[config.mk]
export PLATFORM = sky130hd
export DESIGN_NAME = alu_arbiter
export DESIGN_NICKNAME = d
export VERILOG_FILES = /design/src/rtl/alu_pkg.sv /design/src/rtl/four_bit_alu.sv /design/src/rtl/alu_arbiter.sv
export SDC_FILE = /design/constraint.sdc
export NUM_CORES = 1
export LEC_CHECK = 0
export BUFFER_PORTS_ARGS = -buffer_cell sky130_fd_sc_hd__buf_4
export CAP_MARGIN = 0
export CELL_PAD_IN_SITES_DETAIL_PLACEMENT = 0
export CELL_PAD_IN_SITES_GLOBAL_PLACEMENT = 1
export CORE_MARGIN = 1
export CORE_UTILIZATION = 34
export CTS_CLUSTER_DIAMETER = 120
export DETAILED_ROUTE_END_ITERATION = 7
export PLACE_DENSITY = 0.8
export SYNTH_ARGS = -nofsm -noshare
export SYNTH_HDL_FRONTEND = slang
export SYNTH_SLANG_ARGS = --single-unit
[constraint.sdc]
create_clock -name clk -period 2.6 [get_ports clk]
set_input_delay 0.78 -clock clk [delete_from_list [all_inputs] [get_ports clk]]
set_output_delay 0.78 -clock clk [all_outputs]
set_load 0.02 [all_outputs]
[src/rtl/alu_pkg.sv]
`default_nettype none
// ============================================================================
// Module      : alu_pkg
// Description : Shared constants and types for the four-bit ALU arbiter.
// Revision    : 1.0 - initial release
// ============================================================================
package alu_pkg;

    // ALU control encodings (ctrl[0]=0 selects AND regardless of ctrl[1])
    localparam logic [1:0] CTRL_AND = 2'b00;
    localparam logic [1:0] CTRL_ADD = 2'b01;
    localparam logic [1:0] CTRL_SUB = 2'b11;

    // Requester identifiers, also used as the winner / priority encoding
    localparam logic REQ0 = 1'b0;
    localparam logic REQ1 = 1'b1;

    // Single-entry response register occupancy
    typedef enum logic {
        RSP_EMPTY = 1'b0,
        RSP_FULL  = 1'b1
    } rsp_state_t;

endpackage : alu_pkg
`default_nettype wire

[src/rtl/four_bit_alu.sv]
`default_nettype none
// ============================================================================
// Module      : four_bit_alu
// Description : Combinational 4-bit AND / ADD / SUB with signed overflow flag.
// Revision    : 1.0 - initial release
// ============================================================================
module four_bit_alu
    import alu_pkg::*;
(
    input  logic [3:0] opA,
    input  logic [3:0] opB,
    input  logic [1:0] ctrl,
    output logic [3:0] Result,
    output logic       Overflow
);

    logic [3:0] sum;
    logic [3:0] diff;

    assign sum  = opA + opB;
    assign diff = opA - opB;

    // Operation select; overflow only meaningful for add/sub, forced low for AND
    always_comb begin
        Result   = 4'b0000;
        Overflow = 1'b0;
        case (ctrl)
            CTRL_ADD: begin
                Result   = sum;
                Overflow = (opA[3] == opB[3]) && (sum[3] != opA[3]);
            end
            CTRL_SUB: begin
                Result   = diff;
                Overflow = (opA[3] != opB[3]) && (diff[3] != opA[3]);
            end
            default: begin
                // CTRL_AND and 2'b10 both decode as AND
                Result   = opA & opB;
                Overflow = 1'b0;
            end
        endcase
    end

endmodule : four_bit_alu
`default_nettype wire

[src/rtl/alu_arbiter.sv]
`default_nettype none
// ============================================================================
// Module      : alu_arbiter
// Description : Round-robin arbiter sharing one four_bit_alu between two
//               requesters, with a single-entry valid/ready response register
//               and saturating per-requester grant counters.
// Revision    : 1.0 - initial release
// ============================================================================
module alu_arbiter
    import alu_pkg::*;
#(
    parameter int CNT_W = 8
)
(
    input  logic             clk,
    input  logic             rst_n,
    input  logic             req0_valid,
    output logic             req0_ready,
    input  logic [3:0]       req0_opA,
    input  logic [3:0]       req0_opB,
    input  logic [1:0]       req0_ctrl,
    input  logic             req1_valid,
    output logic             req1_ready,
    input  logic [3:0]       req1_opA,
    input  logic [3:0]       req1_opB,
    input  logic [1:0]       req1_ctrl,
    output logic             rsp_valid,
    input  logic             rsp_ready,
    output logic [3:0]       rsp_result,
    output logic             rsp_overflow,
    output logic             rsp_id,
    output logic [CNT_W-1:0] grant_cnt0,
    output logic [CNT_W-1:0] grant_cnt1
);

    rsp_state_t state;
    rsp_state_t next_state;
    logic       prio;
    logic       winner;
    logic       slot_free;
    logic       accept0;
    logic       accept1;
    logic       accept;
    logic [3:0] alu_opA;
    logic [3:0] alu_opB;
    logic [1:0] alu_ctrl;
    logic [3:0] alu_result;
    logic       alu_overflow;

    // Winner selection: a lone requester wins, contention resolved by prio
    always_comb begin
        winner = REQ0;
        if (req0_valid && req1_valid) begin
            winner = prio;
        end else if (req1_valid) begin
            winner = REQ1;
        end
    end

    // The slot can take a new result if empty or being drained this cycle.
    // rst_n gating keeps both readies low while reset is held.
    assign slot_free  = ~rsp_valid | rsp_ready;
    assign req0_ready = rst_n & slot_free & (winner == REQ0) & req0_valid;
    assign req1_ready = rst_n & slot_free & (winner == REQ1) & req1_valid;
    assign accept0    = req0_valid & req0_ready;
    assign accept1    = req1_valid & req1_ready;
    assign accept     = accept0 | accept1;

    assign alu_opA  = (winner == REQ1) ? req1_opA  : req0_opA;
    assign alu_opB  = (winner == REQ1) ? req1_opB  : req0_opB;
    assign alu_ctrl = (winner == REQ1) ? req1_ctrl : req0_ctrl;

    four_bit_alu u_alu (
        .opA      (alu_opA),
        .opB      (alu_opB),
        .ctrl     (alu_ctrl),
        .Result   (alu_result),
        .Overflow (alu_overflow)
    );

    // Response register occupancy state
    always_ff @(posedge clk or negedge rst_n) begin
        if (!rst_n) begin
            state <= RSP_EMPTY;
        end else begin
            state <= next_state;
        end
    end

    // Next occupancy: fill on accept, empty only on a drain without refill
    always_comb begin
        next_state = state;
        case (state)
            RSP_EMPTY: if (accept) next_state = RSP_FULL;
            RSP_FULL:  if (rsp_ready && !accept) next_state = RSP_EMPTY;
            default:   next_state = RSP_EMPTY;
        endcase
    end

    assign rsp_valid = (state == RSP_FULL);

    // Response payload and round-robin pointer update on every accept
    always_ff @(posedge clk or negedge rst_n) begin
        if (!rst_n) begin
            rsp_result   <= 4'b0000;
            rsp_overflow <= 1'b0;
            rsp_id       <= REQ0;
            prio         <= REQ0;
        end else if (accept) begin
            rsp_result   <= alu_result;
            rsp_overflow <= alu_overflow;
            rsp_id       <= winner;
            prio         <= ~winner;
        end
    end

    // Saturating grant counters; hold at all-ones instead of wrapping
    always_ff @(posedge clk or negedge rst_n) begin
        if (!rst_n) begin
            grant_cnt0 <= '0;
            grant_cnt1 <= '0;
        end else begin
            if (accept0 && (grant_cnt0 != '1)) begin
                grant_cnt0 <= grant_cnt0 + CNT_W'(1);
            end
            if (accept1 && (grant_cnt1 != '1)) begin
                grant_cnt1 <= grant_cnt1 + CNT_W'(1);
            end
        end
    end

endmodule : alu_arbiter
`default_nettype wire

# == After elaboration in Yosys (flattened, before gate mapping) ==
# Cells that the tools add are included.
# totals
wordCells,48
output_inout_bits,25
regBits,24
# op_classes
addsub,4
bitwise_logic,12
n_mux,10
n_eq_ne,8
n_reduce_logical,7
# ops
op,n
$add A8 B1 Y8 const B,2
$ne A8 B8 Y1 const B,2
$mux W4,2
$pmux W4 S2,1
$and A1 B1 Y1,7
$logic_and A1 B1 Y1,6
$add A4 B4 Y4,1
$and A4 B4 Y4,1
$mux W1,4
$pmux W1 S2,2
$sub A4 B4 Y4,1
$ne A1 B1 Y1,3
$eq A2 B1 Y1 const B,1
$eq A2 B2 Y1 const B,1
$mux W2,1
$not A1 Y1,2
$or A1 B1 Y1,2
$eq A1 B1 Y1,1
$logic_not A1 Y1,1

# == Longest topological paths before layout ==
# Gate-level depths: netlist (run 1).
# depth
depth_word,11
depth_mapped,11
mapped_depth_nobuf,10

# == Cells and area by module ==
# Synthesis (run 1) repeated with hierarchy kept, for this count alone.
# unflattened
hier_cells,160
area_unflattened_um2,1702.9
# modules_own_cells
mod,cells_per_inst,area_each_um2,instances,seq_area_each_um2
alu_arbiter,110,1326.3,1,600.6
four_bit_alu,50,376.6,1,0.0

# == Worst setup path after synthesis (run 1) ==
# Ideal clock, no wire load.
# synth_timing
path_kind,input-to-reg
start,in req1_valid
end,reg rsp_result[2]
path_buffers,2
cell_stages,9
slack_ns,-0.243
arrival_ns,2.774
path_cell_list,buf_2 -> nand2_2 -> buf_6 -> mux2_2 -> ha_1 -> fa_1 -> and3_1 -> or4b_1 -> nand3_1
# synth_between
elab_chain_cells,7
elab_cells_between_ends,20
cone_classes,add/sub (2); eq/ne (2); mux (6); bitwise (9); reduce/logical (1)
# synth_rtl
element,line_no,text
from (decl),alu_arbiter.sv:22,"input logic req1_valid,"
"parallel branches: the longest is 7 deep, another holds $sub A4 B4 Y4",--,
to (signal assigned),alu_arbiter.sv:110,rsp_result <= alu_result;
to (decl),alu_arbiter.sv:29,"output logic [3:0] rsp_result,"
# Parallel ways; which one is timed is not known.
# A chain may end at the register's enable or synchronous reset.

# == Worst setup path after layout (run 1) ==
# layout_timing
start,in req0_valid
end,reg rsp_result[2]
# layout_between
elab_chain_cells,7
elab_cells_between_ends,19
cone_classes,add/sub (2); eq/ne (2); mux (5); bitwise (9); reduce/logical (1)
# layout_rtl
element,line_no,text
from (decl),alu_arbiter.sv:17,"input logic req0_valid,"
"parallel branches: the longest is 7 deep, another holds $sub A4 B4 Y4",--,
# Parallel ways; which one is timed is not known.

==> results of run 1 <==
per-stage QoR:
| step | utilization (%) | instance area, um2 | std cells |
|---|---|---|---|
| global placement | 49.7 | 2200 | 269 |
| finish | 51.5 | 2270 | 274 |
| CTS | 51.0 | 2250 | 273 |
| global route | 51.5 | 2270 | 274 |
| floorplan | - | 1690 | 155 |
| detailed placement | 49.7 | 2200 | 269 |
worst max-delay path by stage:
stage                                to  slack, ns  cells past startpoint
after floorplan           rsp_result[2]      -0.09                      9
after global placement    rsp_result[2]      -0.13                      9
after detailed placement  rsp_result[2]      -0.17                      9
after CTS                 rsp_result[2]       0.10                      9
after global routing      rsp_result[2]       0.01                      9
final                     rsp_result[2]       0.07                      9
layout by cell type, fill, tap and decap left out, types with 2 or more instances in the layout:
master,count
mux2i_1,2
and3_1,5
buf_4,65
mux2_2,3
a31oi_1,3
and3_4,2
inv_1,6
xor2_1,4
mux2i_4,2
dfrtp_1,24
clkbuf_8,4
nand2_1,16
nor2_1,9
o211ai_1,2
xnor2_1,12
nand3_1,4
ha_4,3
a21oi_1,6
nand4_1,8
mux2_4,3
ha_1,5
routing by layer:
layer / track usage [%] / vias to the layer above
met4: 3.56 / 0
met5: 0 / -
li1: - / 699
met3: 3.32 / 4
met1: 23.3 / 664
met2: 28.0 / 54
area by class of cell:
type                            instances  share of cell area, %
Multi-Input combinational cell        122                   45.6
Clock buffer                            4                   2.42
Timing Repair Buffer                   65                   21.5
Sequential cell                        24                   26.4
Tap cell                               52                   2.86
Inverter                                7                   1.16
synth_stat cells, types with 2 or more instances:
cell type	instances	area share (%)
inv_1	7	1.7
mux2_2	5	3.6
xor2_1	4	2.2
mux2i_1	4	2.5
ha_1	8	6.3
nor2_1	9	2.1
o211ai_1	2	0.95
dfrtp_1	24	38
nand2_1	16	3.8
a21boi_0	2	0.95
nand3_1	5	1.6
nand4_1	8	3.2
a31oi_1	3	1.2
and3_1	6	2.4
fa_1	2	2.5
xnor2_1	12	6.6
a21oi_1	6	1.9
registers in the layout, indices dropped and copies added (netlist names):
signal,flops
rsp_result,4
grant_cnt0,8
rsp_valid,1
prio,1
grant_cnt1,8
rsp_id,1
rsp_overflow,1
report_power, final:
group	internal, mW	switching [mW]
clock network	0.135	0.124
registers	0.475	0.109
logic	0.360	0.370
total	0.970	0.603
what timing repair did:
item                       in CTS  in global routing
setup endpoints to repair       0                  1
buffers inserted                0                  1
resized for setup               0                  3
kinds of logic (layout without fill, tap and decap cells):
group / Yosys count / after routing / share of synthesized area, %
AO/OA/AOI/OAI: 27 / 27 / 14.0
XOR/XNOR: 16 / 16 / 8.84
adder cells (fa/ha/maj): 10 / 10 / 8.84
buffers and inverters: 9 / 76 / 2.68
flip-flops: 24 / 24 / 37.9
multiplexers: 11 / 11 / 7.73
AND/OR/NAND/NOR: 58 / 58 / 20.0
==> summary.md, run 1 <==
| Metric | Value |
|---|---|
| Status | completed |
| Worst path top cell family by delay | simple AND/OR/NAND/NOR gates |
| Die Wd | between 70 and 80 um |
| TritonRoute pass-1 iters | 4 |
| Vias per Instance | around 5.2 |
| Critical Path AT | 2.74 ns |
| CTS tree | yes |
| Area of the core | roughly 0.0044 mm2 |
| Fraction of registers with async set/reset | 100% |
| Reg2reg end | rsp_result[2] |
| Multi-input logic area | 0.00104 mm2 |
| Met1 wire length | 1.85 mm |
| Max Clock Freq | 396 MHz |
| # IOs | 50 |
| Worst setup path start | req0_valid |
| All-Layer GR Usage | 17.1% |
| Top Layer Used | met4 |
| Rows | 24 |
| Die Y | around 70 um |
| Final hold violation count | 0 |
| Max Slew Vio Count | 0 |
| Layout cells sized above 1 | 42.8% |
| Mean Syn Cell Area | 10.2 um2 |
| Slowest stage delay, CP | about 0.5 ns |
| Critical Path RT | 2.81 ns |
| Minimum clock period | 2.53 ns |
| # hold bufs at CTS | 0 |
| Worst-path clk slew | roughly 0.090 ns |
| Reg2reg setup slack | 0.14 ns |
| Crit Reg-Reg Startpoint | prio |
| Largest net degree at the start of global routing | 14 |
| Starting density of the core | 35.9% |
| Warnings from Yosys | 0 |
| Pleak | 1.08 nW |
| Peak supply drop | 542 uV |
| Max-cap violations | 0 |
| Number of flops mapped to enable cells by yosys | 0 |
| H-tree depth | 1 |
| Clk_lat worst skew | about 0.27 ns |
| Distinct cells, synth | between 40 and 50 |
| Clock Path Buffers | 2 |
| Setup CP Type | input pin to register |
| Total negative slack | 0 ns |
| Area grow syn2layout | 43.3% |
| Hold Crit Class | input pin to async pin |
| Synth Instances | roughly 160 |
| Number of port buffers | 49 |
| Flip-flop and latch area | 601 um2 |
| Setup violators final | 0 |
| Final hold slack | roughly 0.46 ns |
| CP Max Fanout | 6 |
| Post-DP HPWL | 3.21 mm |
| Final WS setup | ~0.074 ns |
| DRC viols | 0 |
| RSZ-0062 raised after global routing | no |
| WL per Instance | roughly 15 um |
| Post-route antenna net violation count | 0 |
| Slew headroom | roughly two thirds |
| Total wire length | 3.98 mm |
| Crit path capture type | register |
| CP max-delay cell | or4b_4 |
| Met3 WL | 311 um |
| CTS Buf Count | 3 |
| Crit path cell chain | buf_4, nand2b_2, nand2_4, mux2_4, ha_4, fa_1, and3_4, or4b_4, nand3_2 |
| Critical Path Start Type | input pin |
| Total grt overflow | 0 |
| Placer Congestion | 0.798 |
| Die area | between 0.004 and 0.005 mm2 |
| Clock Sinks | 24 |
| Worst path bufs/invs | 1 |
| Vias in the first global route | 1472 |
| Mapped cell area | 0.00159 mm2 |
| Initial antenna violation count | 0 |
| Met2 wire length | 1.79 mm |
| Routed vias | 1421 |
| Final Cycle Share | 97.2% |
| Clock Root Buffer | clkbuf_8 |
| Post-synth top flop | dfrtp_1 |
| Mapped Nets | 190 |
| Clk_skew | 0.00639 ns |
| # fillers | ~430 |
| Sequential share of the synthesized area | 37.9% |
| Antenna Cells | 0 |
| Total Power | around 1.6 mW |
| Starting DRC count in detailed routing | 49 |
| Register bit total from synthesis | 24 |
| Pre-CTS WS | -0.167 ns |
| Power Density | between 600 and 700 mW/mm2 |
| First-pass GRT wire length | between 6 and 7 mm |
| Final #Nets | about 260 |
| R2R depth | 8 |
| Tightest Pin Transition | 0.476 ns |
Power figures use the tool's default switching activity.
==> run 2, diff against run 1 <==
==> constraint.sdc (replaced) <==
create_clock -name clk -period 2.2 [get_ports clk]
set_input_delay 0.66 -clock clk [delete_from_list [all_inputs] [get_ports clk]]
set_output_delay 0.66 -clock clk [all_outputs]
set_load 0.02 [all_outputs]
==> run 2 against run 1 <==
  * The run now ends with setup timing left
  * Sequential cell count unchanged
  * Die area unchanged
  * First-iteration DRC count decreased by 59%
  * Clock power increased by 16%
  * Final cell count increased by 4.0%
  * Largest cell class unchanged
  * Highest routed layer unchanged
==> summary.md, run 2 (synthesis gave the netlist of run 1 again) <==
| Metric | Value |
|---|---|
| Status | finished with violations |
| Violated checks | setup timing |
| Power Density | 795 mW/mm2 (+15%) |
| WL per Instance | 14.0 um (-3.3%) |
| Clock Sinks | 24 (unchanged) |
| Total wire length | 4.00 mm (+0.55%) |
| Placer Congestion | 0.786 (-1.6%) |
| Total Power | 1.94 mW (+23%) |
| Final WS setup | -0.102 ns (-0.175 ns) |
| Total grt overflow | 0 (unchanged) |
| Crit path capture type | register |
| First-pass GRT wire length | 6.87 mm (+2.3%) |
| Routed vias | 1443 (+1.5%) |
| Setup CP Type | input pin to register |
| Clk_lat worst skew | 0.26 ns (about the same) |
| Largest net degree at the start of global routing | 26 (+12) |
| Max Clock Freq | 434 MHz |
| Post-DP HPWL | 3.13 mm (-2.3%) |
| Pleak | 1.15 nW (+6.1%) |
| Critical Path AT | 2.51 ns (-0.23 ns) |
| Max Slew Vio Count | 0 (unchanged) |
| Final Cycle Share | 105% |
| Die area | 0.00494 mm2 (unchanged) |
| Non-filler cells in the finished layout | 285 (+4.0%) |
| Critical Path Start Type | input pin |
| Clock Root Buffer | clkbuf_8 |
| Minimum clock period | 2.30 ns |
| CP Max Fanout | 8 (+2) |
| Max-cap violations | 0 (unchanged) |
| Most common cell after layout, fill and taps aside | buf_4 |
| Final hold violation count | 0 (unchanged) |
| Hold Crit Class | input pin to async pin |
| RSZ-0062 raised after global routing | yes |
| Antenna Cells | 0 (unchanged) |
| Starting DRC count in detailed routing | 20 (-59%) |
| Clock Path Buffers | 2 (unchanged) |
| Largest registers | grant_cnt0 x8, grant_cnt1 x8, rsp_result x4 |
| Number of port buffers | 49 (unchanged) |
| Die Wd | 70.3 um (unchanged) |
| Tightest Pin Transition | 0.405 ns (-0.0708 ns) |
| H-tree depth | 1 (unchanged) |
| Peak supply drop | 619 uV (+14%) |
| Final core utilization | 55.2% (+3.7 points) |
| # IOs | 50 (unchanged) |
| Most frequent cells in the layout | buf_4, dfrtp_1, nand2_1, xnor2_1, nand4_1 |
| DRC viols | 0 (unchanged) |
| All-Layer GR Usage | 17.2% (+0.13 points) |
| Critical Path RT | 2.40 ns (-0.41 ns) |
| Rows | 24 (unchanged) |
| Total negative slack | -0.299 ns (-0.299 ns) |
| Clk_skew | 0.00221 ns (-0.00418 ns) |
| Final #Nets | 269 (+4.3%) |
| CTS Buf Count | 3 (unchanged) |
| CTS tree | yes |
| Area grow syn2layout | 53.7% |
| Vias in the first global route | 1457 (-1.0%) |
| Area of the core | 0.00441 mm2 (unchanged) |
| Placed cells | 277 (+3.0%) |
| Setup violators final | 4 (+4) |
| Slew headroom | 72.2% (+4.9 points) |
| Layout cells sized above 1 | 48.1% (+5.3 points) |
| Worst-path clk slew | 0.09 ns (about the same) |
| Post-route antenna net violation count | 0 (unchanged) |
| TritonRoute pass-1 iters | 4 (unchanged) |
| Initial antenna violation count | 0 (unchanged) |
| Die Y | 70.3 um (unchanged) |
| Starting density of the core | 35.9% (unchanged) |
| # hold bufs at CTS | 0 (unchanged) |
| Vias per Instance | 5.06 (-2.4%) |
-- run 2: cell count changes in the layout (fill, tap and decap cells not counted), moves of 2 or more --
cell	change
a21oi_1	-2
nor2_2	+2
nor2_1	-2
buf_4	+7
a21oi_2	+2
buf_6	+3
-- run 2: cell type report --
| cell class | count | area, um2 |
|---|---|---|
| Fill cell | 405 | 1980 |
| Multi-Input combinational cell | 122 | 1090 |
| Sequential cell | 24 | 601 |
| Timing Repair Buffer | 76 | 594 |
| Tap cell | 52 | 65.1 |
| Clock buffer | 4 | 55.1 |
| Inverter | 7 | 26.3 |
-- run 2: worst paths after layout --
| kind | to | from | cells after the start | slack, ns |
|---|---|---|---|---|
| max in group asynchronous | grant_cnt1[5] | rst_n | 2 | 1.52 |
| min reg2reg | grant_cnt0[5] | grant_cnt0[5] | 1 | 0.49 |
| max | rsp_result[2] | req0_valid | 9 | -0.10 |
| min in group clk | grant_cnt0[5] | grant_cnt0[5] | 1 | 0.49 |
| min | rsp_result[2] | rst_n | 2 | 0.43 |
| max reg2reg | rsp_result[2] | prio | 8 | -0.09 |
-- run 2: timing repair --
| action | CTS | global route |
|---|---|---|
| resized for setup | 11 | 5 |
| setup buffers | 3 | 1 |
| pin swaps | 8 | 5 |
| endpoints found under the setup margin | 4 | 5 |
| endpoints found under the hold margin | 0 | 0 |
| gates cloned | 0 | 0 |
-- run 2: critical path, cell delays in order --
cell      delay (ns)
buf_6           0.10
nand2b_4        0.09
nand2_8         0.09
mux2_4          0.34
ha_4            0.17
fa_2            0.33
a21boi_4        0.14
or4b_1          0.50
nand3_1         0.08
-- run 2: metal layers --
| layer | up-vias | GRT usage [%] | wire (um) |
|---|---|---|---|
| li1 | 716 | - | - |
| met4 | 0 | 4.89 | 38 |
| met1 | 683 | 23.4 | 1770 |
| met2 | 40 | 28.7 | 1970 |
| met5 | - | 0 | 0 |
| met3 | 4 | 2.16 | 215 |
-- run 2: per-stage QoR --
step | instance area [um2] | setup slack (ns) | hold WS, ns
detailed placement | 2260 | -0.459 | 0.478
global placement | 2260 | -0.429 | 0.465
CTS | 2400 | -0.113 | 0.437
global route | 2440 | -0.185 | 0.444
finish | 2440 | -0.102 | 0.430
floorplan | 1690 | -0.372 | 0.364
-- run 2: power breakdown --
part           switching (mW)  total (mW)  internal, mW
clock network           0.140       0.300         0.160
registers               0.125       0.686         0.561
logic                   0.462       0.950         0.488
total                   0.728        1.94          1.21
